===== config.mk =====
export PLATFORM = sky130hd
export DESIGN_NAME = gen_scheduler_flat
export DESIGN_NICKNAME = d
export VERILOG_FILES = /design/src/rtl/gen_scheduler_if.sv /design/src/rtl/gen_scheduler.sv /design/src/flat_wrapper.sv
export SDC_FILE = /design/constraint.sdc
export NUM_CORES = 1
export LEC_CHECK = 0
export BUFFER_PORTS_ARGS = -buffer_cell sky130_fd_sc_hd__buf_2
export CAP_MARGIN = 20
export CORE_ASPECT_RATIO = 0.8
export CORE_MARGIN = 2
export CORE_UTILIZATION = 45
export DETAILED_ROUTE_END_ITERATION = 10
export GPL_ROUTABILITY_DRIVEN = 0
export PLACE_DENSITY = 0.71
export SYNTH_ARGS = -nofsm -noshare
export SYNTH_HDL_FRONTEND = slang
export SYNTH_SLANG_ARGS = --single-unit

===== constraint.sdc =====
create_clock -name clk -period 3.6 [get_ports clk]
set_input_delay 0.72 -clock clk [delete_from_list [all_inputs] [get_ports clk]]
set_output_delay 0.72 -clock clk [all_outputs]
set_load 0.05 [all_outputs]

===== src/rtl/gen_scheduler_if.sv =====
// Mode/grid handshake bundle between the scheduler and its mode FSM and cell grid.
// master = scheduler side (issues clear/seed/update), slave = mode FSM + grid side.
interface gen_scheduler_if #(
    parameter int GEN_W = 16
);
    logic             rst_mode;
    logic             run_mode;
    logic             rnd_mode;
    logic             step;
    logic [1:0]       speed;
    logic             grid_done;
    logic             grid_clear;
    logic             lfsr_en;
    logic             seed_load;
    logic             grid_upd;
    logic             running;
    logic [GEN_W-1:0] gen_count;

    modport master (
        input  rst_mode, run_mode, rnd_mode, step, speed, grid_done,
        output grid_clear, lfsr_en, seed_load, grid_upd, running, gen_count
    );

    modport slave (
        output rst_mode, run_mode, rnd_mode, step, speed, grid_done,
        input  grid_clear, lfsr_en, seed_load, grid_upd, running, gen_count
    );
endinterface


===== src/rtl/gen_scheduler.sv =====
// Game-of-Life generation scheduler: grid clear, LFSR seed window, rate-timed update requests.
// Outputs decode registered state one cycle after the deciding edge; an update waits indefinitely for grid_done.
module gen_scheduler #(
    parameter int BASE_PERIOD = 12500000,
    parameter int DIV_W       = 24,
    parameter int SEED_CYCLES = 64,
    parameter int GEN_W       = 16
) (
    input  logic            clk,
    input  logic            reset,
    gen_scheduler_if.master sched
);
    typedef enum logic [2:0] {
        S_CLEAR     = 3'd0,
        S_IDLE      = 3'd1,
        S_SEED      = 3'd2,
        S_SEED_HOLD = 3'd3,
        S_WAIT      = 3'd4,
        S_UPDATE    = 3'd5
    } state_t;

    localparam int SEED_W = (SEED_CYCLES > 1) ? $clog2(SEED_CYCLES) : 1;
    localparam logic [SEED_W-1:0] SEED_LAST = SEED_W'(SEED_CYCLES - 1);

    state_t            state;
    state_t            state_nxt;
    logic              step_q;
    logic              upd_first;
    logic [SEED_W-1:0] seed_cnt;
    logic [DIV_W-1:0]  presc;
    logic [GEN_W-1:0]  gen_count;
    logic [DIV_W:0]    period_sel;
    logic [DIV_W-1:0]  presc_load;
    logic              step_rise;
    logic              seed_last;
    logic              done_ok;

    assign step_rise  = sched.step & ~step_q;
    assign seed_last  = (seed_cnt == SEED_LAST);
    // The grid cannot answer in the same cycle it is asked.
    assign done_ok    = sched.grid_done & ~upd_first;
    assign period_sel = (DIV_W+1)'(BASE_PERIOD >> sched.speed);
    assign presc_load = (period_sel == '0) ? '0 : DIV_W'(period_sel - 1'b1);

    always_ff @(posedge clk or posedge reset) begin
        if (reset) begin
            state <= S_CLEAR;
        end else begin
            state <= state_nxt;
        end
    end

    always_comb begin
        state_nxt        = state;
        sched.grid_clear = 1'b0;
        sched.lfsr_en    = 1'b0;
        sched.seed_load  = 1'b0;
        sched.grid_upd   = 1'b0;
        sched.running    = 1'b0;
        case (state)
            S_CLEAR: begin
                sched.grid_clear = 1'b1;
                if (!sched.rst_mode) state_nxt = S_IDLE;
            end
            S_IDLE: begin
                if (sched.rnd_mode)      state_nxt = S_SEED;
                else if (sched.run_mode) state_nxt = S_WAIT;
                else if (step_rise)      state_nxt = S_UPDATE;
            end
            S_SEED: begin
                sched.lfsr_en   = 1'b1;
                sched.seed_load = 1'b1;
                if (seed_last) begin
                    if (sched.rnd_mode) state_nxt = S_SEED_HOLD;
                    else                state_nxt = S_IDLE;
                end
            end
            S_SEED_HOLD: begin
                sched.lfsr_en = 1'b1;
                if (!sched.rnd_mode) state_nxt = S_IDLE;
            end
            S_WAIT: begin
                sched.running = sched.run_mode;
                if (!sched.run_mode)  state_nxt = S_IDLE;
                else if (presc == '0) state_nxt = S_UPDATE;
            end
            S_UPDATE: begin
                sched.running  = sched.run_mode;
                sched.grid_upd = upd_first;
                if (done_ok) begin
                    if (sched.run_mode) state_nxt = S_WAIT;
                    else                state_nxt = S_IDLE;
                end
            end
            default: state_nxt = S_CLEAR;
        endcase
        if (sched.rst_mode) state_nxt = S_CLEAR;
    end

    always_ff @(posedge clk or posedge reset) begin
        if (reset) begin
            step_q    <= 1'b0;
            upd_first <= 1'b0;
            seed_cnt  <= '0;
            presc     <= '0;
            gen_count <= '0;
        end else begin
            step_q    <= sched.step;
            upd_first <= (state_nxt == S_UPDATE) && (state != S_UPDATE);
            seed_cnt  <= (state == S_SEED && !seed_last) ? seed_cnt + 1'b1 : '0;

            // Speed is sampled only here, so a change applies from the next generation.
            if (state_nxt == S_WAIT && state != S_WAIT) presc <= presc_load;
            else if (state == S_WAIT && presc != '0)    presc <= presc - 1'b1;

            if (sched.rst_mode || state == S_CLEAR)  gen_count <= '0;
            else if (state == S_SEED && seed_last)   gen_count <= '0;
            else if (state == S_UPDATE && done_ok)   gen_count <= gen_count + 1'b1;
        end
    end

    assign sched.gen_count = gen_count;
endmodule

===== src/flat_wrapper.sv =====
// flat-port wrapper written by rule: the top's interface ports become plain ports
module gen_scheduler_flat 
#(
    parameter int BASE_PERIOD = 12500000,
    parameter int DIV_W       = 24,
    parameter int SEED_CYCLES = 64,
    parameter int GEN_W       = 16
)
  (clk, reset, sched_rst_mode, sched_run_mode, sched_rnd_mode, sched_step, sched_speed, sched_grid_done, sched_grid_clear, sched_lfsr_en, sched_seed_load, sched_grid_upd, sched_running, sched_gen_count);
  gen_scheduler_if #(.GEN_W(GEN_W)) sched_i ();
  input  logic clk;
  input  logic reset;
  input wire logic [$bits(sched_i.rst_mode)-1:0] sched_rst_mode;
  input wire logic [$bits(sched_i.run_mode)-1:0] sched_run_mode;
  input wire logic [$bits(sched_i.rnd_mode)-1:0] sched_rnd_mode;
  input wire logic [$bits(sched_i.step)-1:0] sched_step;
  input wire logic [$bits(sched_i.speed)-1:0] sched_speed;
  input wire logic [$bits(sched_i.grid_done)-1:0] sched_grid_done;
  output wire logic [$bits(sched_i.grid_clear)-1:0] sched_grid_clear;
  output wire logic [$bits(sched_i.lfsr_en)-1:0] sched_lfsr_en;
  output wire logic [$bits(sched_i.seed_load)-1:0] sched_seed_load;
  output wire logic [$bits(sched_i.grid_upd)-1:0] sched_grid_upd;
  output wire logic [$bits(sched_i.running)-1:0] sched_running;
  output wire logic [$bits(sched_i.gen_count)-1:0] sched_gen_count;
  assign sched_i.rst_mode = sched_rst_mode;
  assign sched_i.run_mode = sched_run_mode;
  assign sched_i.rnd_mode = sched_rnd_mode;
  assign sched_i.step = sched_step;
  assign sched_i.speed = sched_speed;
  assign sched_i.grid_done = sched_grid_done;
  assign sched_grid_clear = sched_i.grid_clear;
  assign sched_lfsr_en = sched_i.lfsr_en;
  assign sched_seed_load = sched_i.seed_load;
  assign sched_grid_upd = sched_i.grid_upd;
  assign sched_running = sched_i.running;
  assign sched_gen_count = sched_i.gen_count;
  gen_scheduler #(.BASE_PERIOD(BASE_PERIOD), .DIV_W(DIV_W), .SEED_CYCLES(SEED_CYCLES), .GEN_W(GEN_W)) u_core (.clk(clk), .reset(reset), .sched(sched_i));
endmodule

Word level (Yosys, flattened, before mapping)
Index checks and enable logic that the tools add are counted.
Widths: inputs -> output; s select.
- word-level logic and storage cells: 65
- memory bits (writable): 0
- bits in read-only memories: 0
- register bits after elaboration: 51
- memories: 0
- output and inout bits: 21
- latch bits: 0
- input bits: 9
- add/sub/neg operators: 4
- muxes and demuxes: 24
- order comparisons: 0
- equal/unequal tests: 10
- bitwise operators: 4
- shift-type cells: 1
- divide/modulo/power cells: 0
- reductions and logical operators: 16
- $mul: 0
- operators with widths (kind ; number):
    $mux 24 ; 3
    $mux 16 ; 3
    $sub 24x1->24 const B ; 2
    $mux 3 ; 10
    $logic_not 25->1 ; 1
    $shr 24x2->25 const A ; 1
    $logic_not 24->1 ; 1
    $reduce_bool 24->1 ; 1
    $pmux 3 s6 ; 1
    $add 16x1->16 const B ; 1
    $eq 3x3->1 const B ; 4
    $add 6x1->6 const B ; 1
    $eq 3x2->1 const B ; 2
    $eq 6x6->1 const B ; 1
    $logic_and 1x1->1 ; 6
    $mux 6 ; 1
    $ne 3x3->1 const B ; 2
    $mux 1 ; 5
    $reduce_or 2->1 ; 2
    $eq 3x1->1 const B ; 1
    $logic_not 3->1 ; 1
    $reduce_bool 3->1 ; 1
    $and 1x1->1 ; 2
    $mux 2 ; 1
    other kinds (4) ; 5

Longest topological paths before layout
Gate-level depths: netlist (run 1).
- depth after elaboration: 10
- mapped depth: 8
- gate-level depth less buffers: 7

Worst setup path after synthesis (run 1)
Ideal clock, no wire load.
- path kind: reg2out
- from: reg u_core.state[2]
- to: out sched_grid_upd
- stages on the path, launching flop included: 4
- slack: 1.001 ns
- arrival: 1.879 ns
- data required time: 2.880 ns
- path through: dfrtp_1 -> clkbuf_1 -> nand2_1 -> nor3b_1
- cells in the longest elaborated chain, start to end: 2
- RTL lines (item ; RTL line ; source):
    start, declared ; gen_scheduler.sv:25 ; state_t state;
    start signal, assigned ; gen_scheduler.sv:49 ; state <= state_nxt;
    $eq 3x3->1 ; gen_scheduler.sv:60 ; case (state)
    $mux 1 ; gen_scheduler.sv:60 ;
    end, declared ; flat_wrapper.sv:22 ; output wire logic [$bits(sched_i.grid_upd)-1:0] sched_grid_upd;
Every way passes these cells.

Final worst setup path (run 1)
- from: reg u_core.presc[13]
- to: reg u_core.presc[2]
- cells in the longest elaborated chain, start to end: 8
- elaborated cells between the ends (all ways): 11
- those cells by class: eq/ne: 1; mux: 5; reduce/logical: 5
- RTL lines (item ; RTL line ; source):
    start, declared ; gen_scheduler.sv:30 ; logic [DIV_W-1:0] presc;
    start signal, assigned ; gen_scheduler.sv:113 ; if (state_nxt == S_WAIT && state != S_WAIT) presc <= presc_load;
    start signal, assigned ; gen_scheduler.sv:114 ; else if (state == S_WAIT && presc != '0) presc <= presc - 1'b1;
    $logic_not 24->1 ; gen_scheduler.sv:85 ; else if (presc == '0) state_nxt = S_UPDATE;
    $mux 3 ; gen_scheduler.sv:85 ;
    $mux 3 ; gen_scheduler.sv:84 ; if (!sched.run_mode) state_nxt = S_IDLE;
    $pmux 3 s6 ; gen_scheduler.sv:60 ;
    $mux 3 ; gen_scheduler.sv:97 ; if (sched.rst_mode) state_nxt = S_CLEAR;
    $eq 3x3->1 ; gen_scheduler.sv:113 ;
    $logic_and 1x1->1 ; gen_scheduler.sv:113 ;
    $mux 24 / $reduce_bool 2->1 (equally long branches) ; - ;
Several ways; a longest one is shown, not always the timed one.
A chain may end at the register's enable or synchronous reset.

==> flow_summary_export.csv, run 1 <==
group,metric,value,unit
run_status,run_status,"completed",
cts,cts_inserted_buffers,5,
global_routing,first_global_vias,2009,
routing,wl,5.516,mm
power_and_ir_drop,cellPowerDensity,492.1,mW/mm^2
synthesis,synth_xor_area_frac,0.1268,
placement,place_hpwl,3.733,mm
setup_path,cp_data_arrival_time,2.87,ns
sta,max_freq,371.2,MHz
setup_path,r2r_cells,6,
floorplanning,core-area,0.005912,sq mm
global_routing,grt_pass1_wl,9.473,mm
sta,max_slew_margin,0.5276,
cts,path_clk_slew,0.09,ns
cells_and_area,final_util,0.5251,
synthesis,async_flop_share,1.000,
power_and_ir_drop,p_total,1.528,mW
routing,via_per_inst,5.343,
cts,cts_tree,"built",
sta,worst_hold_slack,0.3363,ns
sta,skew,0.006855,ns
routing,drt_iter0_drc,102,
setup_path,crit_fanout,14,
synthesis,synthesis.nets,311,
sta,fin_crit_sh,0.7484,
synthesis,netlist_area,0.002763,sq mm
setup_path,crit_family,"simple AND/OR/NAND/NOR gates",
synthesis,postSynthCellCount,297,
setup_path,worstPathRequired,3.78,ns
sta,period_needed,2.694,ns
sta,tightest_slew,0.7070,ns
synthesis,yosys.area_share.simple,0.2794,
synthesis,avgSynthCellArea,9.302,sq um
cts,root_buffer,"clkbuf_8",
setup_path,r2r_start,"u_core.presc[13]$_DFFE_PP0P_",
cells_and_area,drive_above_1_share,0.1451,
routing,drc_errors,0,
cts,cts_setup_buffers,0,
routing,first_pass_iters,4,
cts,h-tree-depth,2,
routing,routedWlPerCell,13.62,um
floorplanning,start_util,0.4673,
global_routing,grt_max_degree,52,
setup_path,end_kind,"flop",
synthesis,ys_ff_latch,51,
synthesis,muxShareOfSynthArea,0.01449,
floorplanning,die_x,91.60,um
synthesis,synth-compound-area-share,0.06159,
synthesis,synth-edff-count,0,
cts,clock_latency,0.30,ns
synthesis,yosysSeqAreaShare,0.4620,
synthesis,yosysWarnings,0,
sta,rsz0062_at_grt,"no",
synthesis,synth_fa_ha_area_frac,0.02264,
placement,io_buffer_count,29,
setup_path,path_class,"flop to flop",
sta,slew_violations,0,
floorplanning,io_pins,30,
synthesis,ys.flop_type,"dfrtp_1",
setup_path,cp.depth,6,
cts,clock_path_buffers,2,
synthesis,synth_top_family_by_area,"simple AND/OR/NAND/NOR gates",
sta,setup_viol,0,
global_routing,grt_usage,0.1711,
setup_path,worstPathCellList,"or4_1, or3_1, or3_1, and3_1, xnor2_1, a21oi_1",
floorplanning,dieArea,0.006786,sq mm
routing,antenna_left,0,
setup_path,worst_path_most_repeated_cell,"or3_1",
setup_path,r2r_slack,0.91,ns
cts,numClockSinks,51,
cts,cts_hold_buf,0,
setup_path,cp_slowest_cell,"or3_1",
setup_path,crit_buf_inv,0,
cts,cts-resized-gates,0,
global_routing,gr-total-overflow,0,
global_routing,antenna_found_initial,0,
setup_path,start_kind,"flop",
setup_path,rr_endpoint,"u_core.presc[2]$_DFFE_PP0P_",
setup_path,critPathMaxStageDelay,0.64,ns
synthesis,synthDistinctLibCells,43,
power_and_ir_drop,ir_drop,0.1882,mV
cells_and_area,syn2layout_area_growth,12.36,%
hold_path,hp-class,"input pin to asynchronous set/reset pin",
routing,num_vias,2164,
floorplanning,row_count,25,
sta,hold_violations,0,
power_and_ir_drop,p_leak,1.329,nW
cells_and_area,fin_nets,337,
sta,fin_tns_setup,0,ns
job,maxCapViolations,0,
cells_and_area,diodes,0,
floorplanning,dieHeight,74.08,um
==> flip-flops by register name (all words and copies together), names as in the netlist <==
| signal | cells |
|---|---|
| u_core.presc | 24 |
| u_core.sched.gen_count | 16 |
| u_core.seed_cnt | 6 |
| u_core.state | 3 |
| u_core.step_q | 1 |
| u_core.upd_first | 1 |
==> metrics by stage <==
step / std cells / setup WS, ns / area [sq um]
6_report: 405 / 0.9059 / 3104
5_1_grt: 405 / 0.7442 / 3104
4_1_cts: 404 / 0.9418 / 3084
3_5_place_dp: 396 / 0.8878 / 2967
3_3_place_gp: 396 / 0.9550 / 2967
2_1_floorplan: 297 / 1.001 / 2763
==> per-layer routing <==
| layer | vias to the layer above | wire length (um) | global-route usage |
|---|---|---|---|
| li1 | 1070 | - | - |
| met1 | 1039 | 2871 | 0.2622 |
| met2 | 49 | 2382 | 0.2475 |
| met3 | 6 | 214 | 0.03343 |
| met4 | 0 | 48 | 0.04882 |
| met5 | - | 0 | 0 |
==> cell families (layout without fill, tap and decap cells) <==
kind of cell | count (synthesis) | count (layout)
AO/OA/AOI/OAI | 28 | 28
XOR/XNOR | 40 | 40
adder cells (fa/ha/maj) | 5 | 5
buffers and inverters | 22 | 49
flip-flops | 51 | 51
multiplexers | 4 | 4
AND/OR/NAND/NOR | 147 | 147
==> where the power goes <==
part	leakage (nW)	internal, mW	switching, mW	total, mW
Sequential	0.625	0.681	0.122	0.802
Clock	0.0612	0.225	0.182	0.407
Combinational	0.643	0.146	0.172	0.318
Total	1.33	1.05	0.476	1.53
==> worst max path at each step <==
stage / start / end / slack (ns)
after CTS: u_core.presc[13]$_DFFE_PP0P_ / u_core.upd_first$_DFF_PP0_ / 0.94
after detailed placement: sched_rnd_mode / u_core.presc[11]$_DFFE_PP0P_ / 0.89
after global routing: u_core.state[2]$_DFF_PP0_ / u_core.presc[23]$_DFFE_PP0P_ / 0.74
after global placement: sched_rnd_mode / u_core.presc[11]$_DFFE_PP0P_ / 0.96
after floorplan: u_core.state[2]$_DFF_PP0_ / sched_grid_upd / 1.00
final: u_core.presc[13]$_DFFE_PP0P_ / u_core.presc[2]$_DFFE_PP0P_ / 0.91
==> cell usage after synthesis (7+ instances only) <==
master | number | share of area
a21oi_1 | 14 | 0.025
and3_1 | 7 | 0.016
clkbuf_1 | 11 | 0.015
dfrtp_1 | 51 | 0.46
inv_1 | 9 | 0.012
nand2_1 | 27 | 0.037
nand3_1 | 15 | 0.027
nand4_1 | 7 | 0.016
nor2_1 | 44 | 0.060
nor3_1 | 7 | 0.013
nor4_1 | 7 | 0.016
xnor2_1 | 13 | 0.041
xor2_1 | 27 | 0.086
==> cell usage in the layout, fill, tap and decap left out, types with 6 or more instances in the layout <==
master / synthesis / final
buf_2: 1 / 29
inv_1: 9 / 8
xnor2_1: 13 / 13
a21oi_1: 14 / 14
nor3_1: 7 / 7
nand4_1: 7 / 7
dfrtp_1: 51 / 51
nor4_1: 7 / 7
nand2_1: 27 / 27
xor2_1: 27 / 27
clkbuf_8: 0 / 6
nand3_1: 15 / 15
and3_1: 7 / 7
nor2_1: 44 / 44
==> area by class of cell <==
| class | instances | area, sq um |
|---|---|---|
| clock buffer | 6 | 82.58 |
| clock inverter | 2 | 35.03 |
| fill | 508 | 2808 |
| inverter | 9 | 33.78 |
| multi-input combinational | 224 | 1395 |
| sequential | 51 | 1276 |
| tap | 81 | 101.3 |
| timing repair buffer | 32 | 180.2 |
Note: power is estimated with default switching activity, not from simulation.
==> run 2, diff against run 1 <==
Clock period 3.6 ns to 2.8 ns, I/O delays scaled along.
==> run 2 against run 1 <==
  * Via count is 1.8% lower
  * Count of clock-buffer cells in the layout did not move
  * Flip-flop and latch count did not move
  * First-iteration DRC count is 24% higher
  * Total power rose by 29%
  * Critical endpoint unchanged
  * Fmax grew 3.3%
==> flow_summary_export.csv, run 2 (synthesis results as in run 1) <==
group,metric,value,unit
global_routing,gr-total-overflow,0,
sta,skew,0.01054,ns
job,maxCapViolations,0,
setup_path,cp_data_arrival_time,2.80,ns
cells_and_area,fin_nets,339,
routing,antenna_left,0,
sta,slew_violations,0,
cts,cts_tree,"built",
hold_path,hp-class,"input pin to asynchronous set/reset pin",
global_routing,grt_busiest_layer,"met2",
cells_and_area,syn2layout_area_growth,13.36,%
setup_path,crit_buf_inv,0,
global_routing,grt_pass1_wl,9.466,mm
cts,clock_latency,0.30,ns
routing,drt_iter0_drc,126,
cts,h-tree-depth,2,
power_and_ir_drop,p_leak,1.347,nW
setup_path,r2r_start,"u_core.presc[11]$_DFFE_PP0P_",
sta,period_needed,2.609,ns
placement,io_buffer_count,29,
setup_path,path_class,"flop to flop",
cts,path_clk_slew,0.09,ns
floorplanning,io_pins,30,
floorplanning,row_count,25,
routing,first_pass_iters,4,
power_and_ir_drop,ir_drop,0.2680,mV
sta,tightest_slew,0.5331,ns
power_and_ir_drop,cellPowerDensity,628.9,mW/mm^2
sta,max_freq,383.3,MHz
setup_path,worstPathRequired,2.99,ns
routing,wl,5.356,mm
routing,drc_errors,0,
setup_path,end_kind,"flop",
cts,cts_inserted_buffers,5,
cells_and_area,largest_reg_flops,24,
setup_path,worstPathCellList,"or4_1, or3_1, or3_1, and3_1, xnor2_1, a21oi_1",
sta,max_slew_margin,0.6441,
sta,fin_tns_setup,0,ns
setup_path,r2r_slack,0.19,ns
cts,clock_path_buffers,2,
cells_and_area,mostFrequentLayoutCell,"dfrtp_1",
cells_and_area,fin_area,0.003132,sq mm
cells_and_area,top_register,"u_core.presc",
floorplanning,dieHeight,74.08,um
setup_path,worst_path_most_repeated_cell,"or3_1",
cells_and_area,drive_above_1_share,0.1503,
floorplanning,die_x,91.60,um
global_routing,grt_max_degree,34,
cells_and_area,reg_top3,"u_core.presc: 24 flops, u_core.sched.gen_count: 16 flops, u_core.seed_cnt: 6 flops",
cells_and_area,final_cell_mix,"51 x dfrtp_1, 44 x nor2_1, 29 x buf_2",
global_routing,first_global_vias,2071,
global_routing,grtUsageMet1,0.2513,
routing,routedWlPerCell,13.16,um
sta,hold_violations,0,
global_routing,grt_usage,0.1709,
placement,post_dp_cell_area,0.003014,sq mm
cts,cts-resized-gates,0,
setup_path,crit_fanout,14,
global_routing,antenna_found_initial,0,
run_status,run_status,"completed",
routing,via_per_inst,5.219,
floorplanning,core-area,0.005912,sq mm
floorplanning,dieArea,0.006786,sq mm
sta,rsz0062_at_grt,"no",
global_routing,use_met3,0.03343,
sta,setup_viol,0,
setup_path,rr_endpoint,"u_core.presc[2]$_DFFE_PP0P_",
cts,numClockSinks,51,
setup_path,critPathMaxStageDelay,0.62,ns
floorplanning,start_util,0.4673,
global_routing,met2_usage,0.2598,
setup_path,r2r_cells,6,
cts,cts_setup_buffers,0,
cells_and_area,diodes,0,
setup_path,start_kind,"flop",
placement,place_hpwl,3.880,mm
sta,fin_crit_sh,0.9317,
routing,num_vias,2124,
setup_path,cp_slowest_cell,"or3_1",
cts,root_buffer,"clkbuf_8",
cts,cts_hold_buf,0,
setup_path,crit_family,"simple AND/OR/NAND/NOR gates",
## run 2: final cells by class
type                            instances  area (sq um)
Fill cell                             534          2780
Tap cell                               81         101.3
Clock buffer                            6         82.58
Clock inverter                          2         35.03
Timing Repair Buffer                   34         207.7
Sequential cell                        51          1276
Multi-Input combinational cell        224          1395
Inverter                                9         33.78
## run 2: power by group
| part | total (mW) | leakage [nW] | internal [mW] | switching (mW) |
|---|---|---|---|---|
| sequential | 1.03 | 0.625 | 0.875 | 0.156 |
| clock | 0.528 | 0.0612 | 0.289 | 0.239 |
| combinational | 0.410 | 0.661 | 0.190 | 0.220 |
| total | 1.97 | 1.35 | 1.35 | 0.615 |
## run 2: worst max-delay path by stage
stage	startpoint	endpoint	slack, ns	depth (start not counted)
after floorplan	u_core.state[0]$_DFF_PP0_	u_core.sched.gen_count[0]$_DFFE_PP0P_	0.25	6
after global placement	u_core.presc[11]$_DFFE_PP0P_	u_core.presc[2]$_DFFE_PP0P_	0.25	6
after detailed placement	u_core.presc[11]$_DFFE_PP0P_	u_core.presc[2]$_DFFE_PP0P_	0.20	6
after CTS	u_core.presc[11]$_DFFE_PP0P_	u_core.presc[2]$_DFFE_PP0P_	0.20	6
after global routing	u_core.presc[11]$_DFFE_PP0P_	u_core.upd_first$_DFF_PP0_	0.09	6
final	u_core.presc[11]$_DFFE_PP0P_	u_core.presc[2]$_DFFE_PP0P_	0.19	6
## run 2: worst register-to-register path, stage by stage (launching register included)
cell and delay (ns):
dfrtp_1 0.41, or4_1 0.54, or3_1 0.45, or3_1 0.62
and3_1 0.29, xnor2_1 0.13, a21oi_1 0.08
## run 2: per-layer routing
metal / wire (um) / part of all wire
met5: 0 / 0
met1: 2807 / 0.52
met4: 61 / 0.011
met3: 167 / 0.031
met2: 2319 / 0.43
## run 2: metrics by stage
stage	total power, mW	hold WS [ns]	util	std cells	worst slack, ns
global placement	1.436	0.4477	0.5098	399	0.2504
CTS	1.985	0.2962	0.5297	407	0.2003
finish	1.970	0.2840	0.5297	407	0.1911
detailed placement	1.452	0.4558	0.5098	399	0.2008
global route	2.094	0.3306	0.5297	407	0.08688
floorplan	1.338	0.4318	-	297	0.2458
==> run 3, diff against run 2 <==
Settings changed: ABC_AREA from default to 1, PLACE_DENSITY 0.71 to 0.7, SKIP_CTS_REPAIR_TIMING from default to 1.
==> run 3 against run 2 <==
  * Via count rose by 37%
  * Combinational power rose by 68%
  * Sequential share of layout area fell by 4.3 points
  * Clock skew rose by 0.0012 ns
  * Largest power group unchanged
  * Sequential power barely moved
  * Critical endpoint is now u_core.presc[7]$_DFFE_PP0P_
  * Wire length rose by 38%
  * Hold slack got worse by 0.059 ns
==> flow_summary_export.csv, run 3 <==
group,metric,value,unit
sta,max_freq,457.0,MHz
setup_path,worstPathRequired,3.00,ns
placement,place_hpwl,5.518,mm
sta,period_needed,2.188,ns
setup_path,start_kind,"flop",
cells_and_area,fin_nets,491,
cells_and_area,mostFrequentLayoutCell,"nand2_1",
synthesis,avgSynthCellArea,7.086,sq um
sta,rsz0062_at_grt,"no",
power_and_ir_drop,p_leak,1.747,nW
floorplanning,dieArea,0.007664,sq mm
cells_and_area,largest_reg_flops,24,
cts,clock_latency,0.31,ns
placement,io_buffer_count,29,
sta,slew_violations,0,
synthesis,async_flop_share,1.000,
global_routing,met2_usage,0.3179,
job,maxCapViolations,0,
global_routing,grt_busiest_layer,"met2",
cells_and_area,top_register,"u_core.presc",
cells_and_area,diodes,0,
global_routing,grt_usage,0.1992,
synthesis,synthDistinctLibCells,35,
floorplanning,row_count,27,
synthesis,netlist.area_leader.share,0.4065,
floorplanning,dieHeight,78.71,um
global_routing,first_global_vias,2672,
synthesis,synth-edff-count,0,
setup_path,r2r_slack,0.61,ns
setup_path,path_class,"flop to flop",
setup_path,cp.depth,13,
global_routing,grtUsageMet1,0.2821,
setup_path,end_kind,"flop",
global_routing,antenna_found_initial,0,
cts,clock_path_buffers,2,
routing,first_pass_iters,4,
hold_path,hp-class,"input pin to asynchronous set/reset pin",
power_and_ir_drop,ir_drop,0.4431,mV
cells_and_area,reg_top3,"u_core.presc: 24 flops, u_core.sched.gen_count: 16 flops, u_core.seed_cnt: 6 flops",
routing,num_vias,2912,
floorplanning,start_util,0.4600,
cells_and_area,final_cell_mix,"131 x nand2_1, 66 x nor2_1, 51 x dfrtp_1",
placement,place_ws,0.6319,ns
cts,path_clk_slew,0.10,ns
routing,routedWlPerCell,13.07,um
cells_and_area,stdcell_count,564,
setup_path,cp_slowest_cell,"dfrtp_1",
cts,cts_tree,"built",
sta,skew,0.01172,ns
synthesis,ys.flop_type,"dfrtp_1",
setup_path,cp-endpoint,"u_core.presc[7]$_DFFE_PP0P_",
global_routing,gr-total-overflow,0,
routing,antenna_left,0,
routing,drt_iter0_drc,159,
placement,place_inst,557,
cts,root_buffer,"clkbuf_8",
setup_path,crit_family,"simple AND/OR/NAND/NOR gates",
cts,cts_inserted_buffers,5,
synthesis,yosysWarnings,0,
synthesis,ys_ff_latch,51,
sta,tightest_slew,0.4913,ns
setup_path,r2r_start,"u_core.seed_cnt[0]$_DFF_PP0_",
sta,max_slew_margin,0.6721,
synthesis,netlist_area,0.003139,sq mm
routing,via_per_inst,5.163,
synthesis,netlist_top_cells_count,"131 x nand2_1, 66 x nor2_1, 51 x dfrtp_1",
setup_path,crit_buf_inv,1,
routing,drc_errors,0,
setup_path,worstPathCellList,"ha_1, nand2_1, nor2_1, nand2_1, nor2_2, nor2_1, nand2_1, nor2_4, nand2_2, buf_4, nand2_4, nand3_1, nand2_1",
setup_path,critPathMaxStageDelay,0.38,ns
cells_and_area,final_util,0.5125,
sta,setup_ws,0.6120,ns
sta,fin_crit_sh,0.7814,
sta,hold_violations,0,
synthesis,postSynthCellCount,443,
cts,numClockSinks,51,
global_routing,grt_max_degree,22,
cells_and_area,fillers,688,
cells_and_area,drive_above_1_share,0.1237,
setup_path,r2r_cells,13,
cts,h-tree-depth,2,
routing,wl,7.371,mm
setup_path,crit_fanout,15,
global_routing,use_met3,0.03345,
power_and_ir_drop,cellPowerDensity,644.0,mW/mm^2
synthesis,synth_top_area_cell,"dfrtp_1",
setup_path,rr_endpoint,"u_core.presc[7]$_DFFE_PP0P_",
cells_and_area,syn2layout_area_growth,11.40,%
synthesis,synthesis.nets,457,
setup_path,worst_path_most_repeated_cell,"nand2_1",
setup_path,cp_data_arrival_time,2.39,ns
global_routing,grt_pass1_wl,12.48,mm
synthesis,yosysSeqAreaShare,0.4065,
floorplanning,core-area,0.006824,sq mm
sta,fin_tns_setup,0,ns
floorplanning,die_x,97.38,um
synthesis,synth_area_leaders,"dfrtp_1 41%, nand2_1 16%, nor2_1 7.9%",
run_status,run_status,"completed",
setup_path,cp-startpoint,"u_core.seed_cnt[0]$_DFF_PP0_",
synthesis,yosysMostFrequentCell,"nand2_1",
floorplanning,io_pins,30,
sta,setup_viol,0,
## run 3: where the power goes
group	internal (mW)	switching (mW)	total (mW)
Combinational	0.252	0.436	0.688
Clock	0.262	0.258	0.520
Sequential	0.873	0.170	1.04
Total	1.39	0.865	2.25
## run 3: layout make-up
class	count	area, sq um	share of cell area
Multi-Input combinational cell	339	1647	0.4708
Clock inverter	2	37.54	0.01073
Tap cell	87	108.9	0.03113
Inverter	45	168.9	0.04830
Clock buffer	5	68.82	0.01968
Sequential cell	51	1276	0.3649
Timing Repair Buffer	35	190.2	0.05438
## run 3: logic make-up after synthesis
group | count (synthesis) | share of synthesized area
AOI/OAI and AO/OA | 35 | 0.06178
and+or+nand+nor | 280 | 0.3898
DFF | 51 | 0.4065
buffers and inverters | 53 | 0.06895
adders and majority gates | 5 | 0.01993
xor gates and xnor gates | 19 | 0.05301
## run 3: through the flow
stage / power, mW / hold slack, ns / area, sq um
floorplan: 1.561 / 0.4331 / 3139
global placement: 1.717 / 0.4429 / 3391
detailed placement: 1.739 / 0.4558 / 3391
CTS: 2.258 / 0.2460 / 3497
global route: 2.420 / 0.2652 / 3497
finish: 2.252 / 0.2247 / 3497
## run 3: how the worst min path moves through the flow
stage | start | cells after the start | slack (ns) | to
detailed placement | u_core.seed_cnt[0]$_DFF_PP0_ | 1 | 0.46 | u_core.seed_cnt[0]$_DFF_PP0_
floorplan | u_core.seed_cnt[0]$_DFF_PP0_ | 1 | 0.43 | u_core.seed_cnt[0]$_DFF_PP0_
CTS | reset | 2 | 0.25 | u_core.sched.gen_count[8]$_DFFE_PP0P_
global placement | u_core.seed_cnt[0]$_DFF_PP0_ | 1 | 0.44 | u_core.seed_cnt[0]$_DFF_PP0_
finish | reset | 2 | 0.22 | u_core.sched.gen_count[2]$_DFFE_PP0P_
global route | reset | 2 | 0.27 | u_core.sched.gen_count[7]$_DFFE_PP0P_
## run 3: metal layers
layer	vias to the layer above	share of wire
met5	-	0
met4	0	0.0080
met3	5	0.040
met2	50	0.46
met1	1376	0.50
li1	1481	-
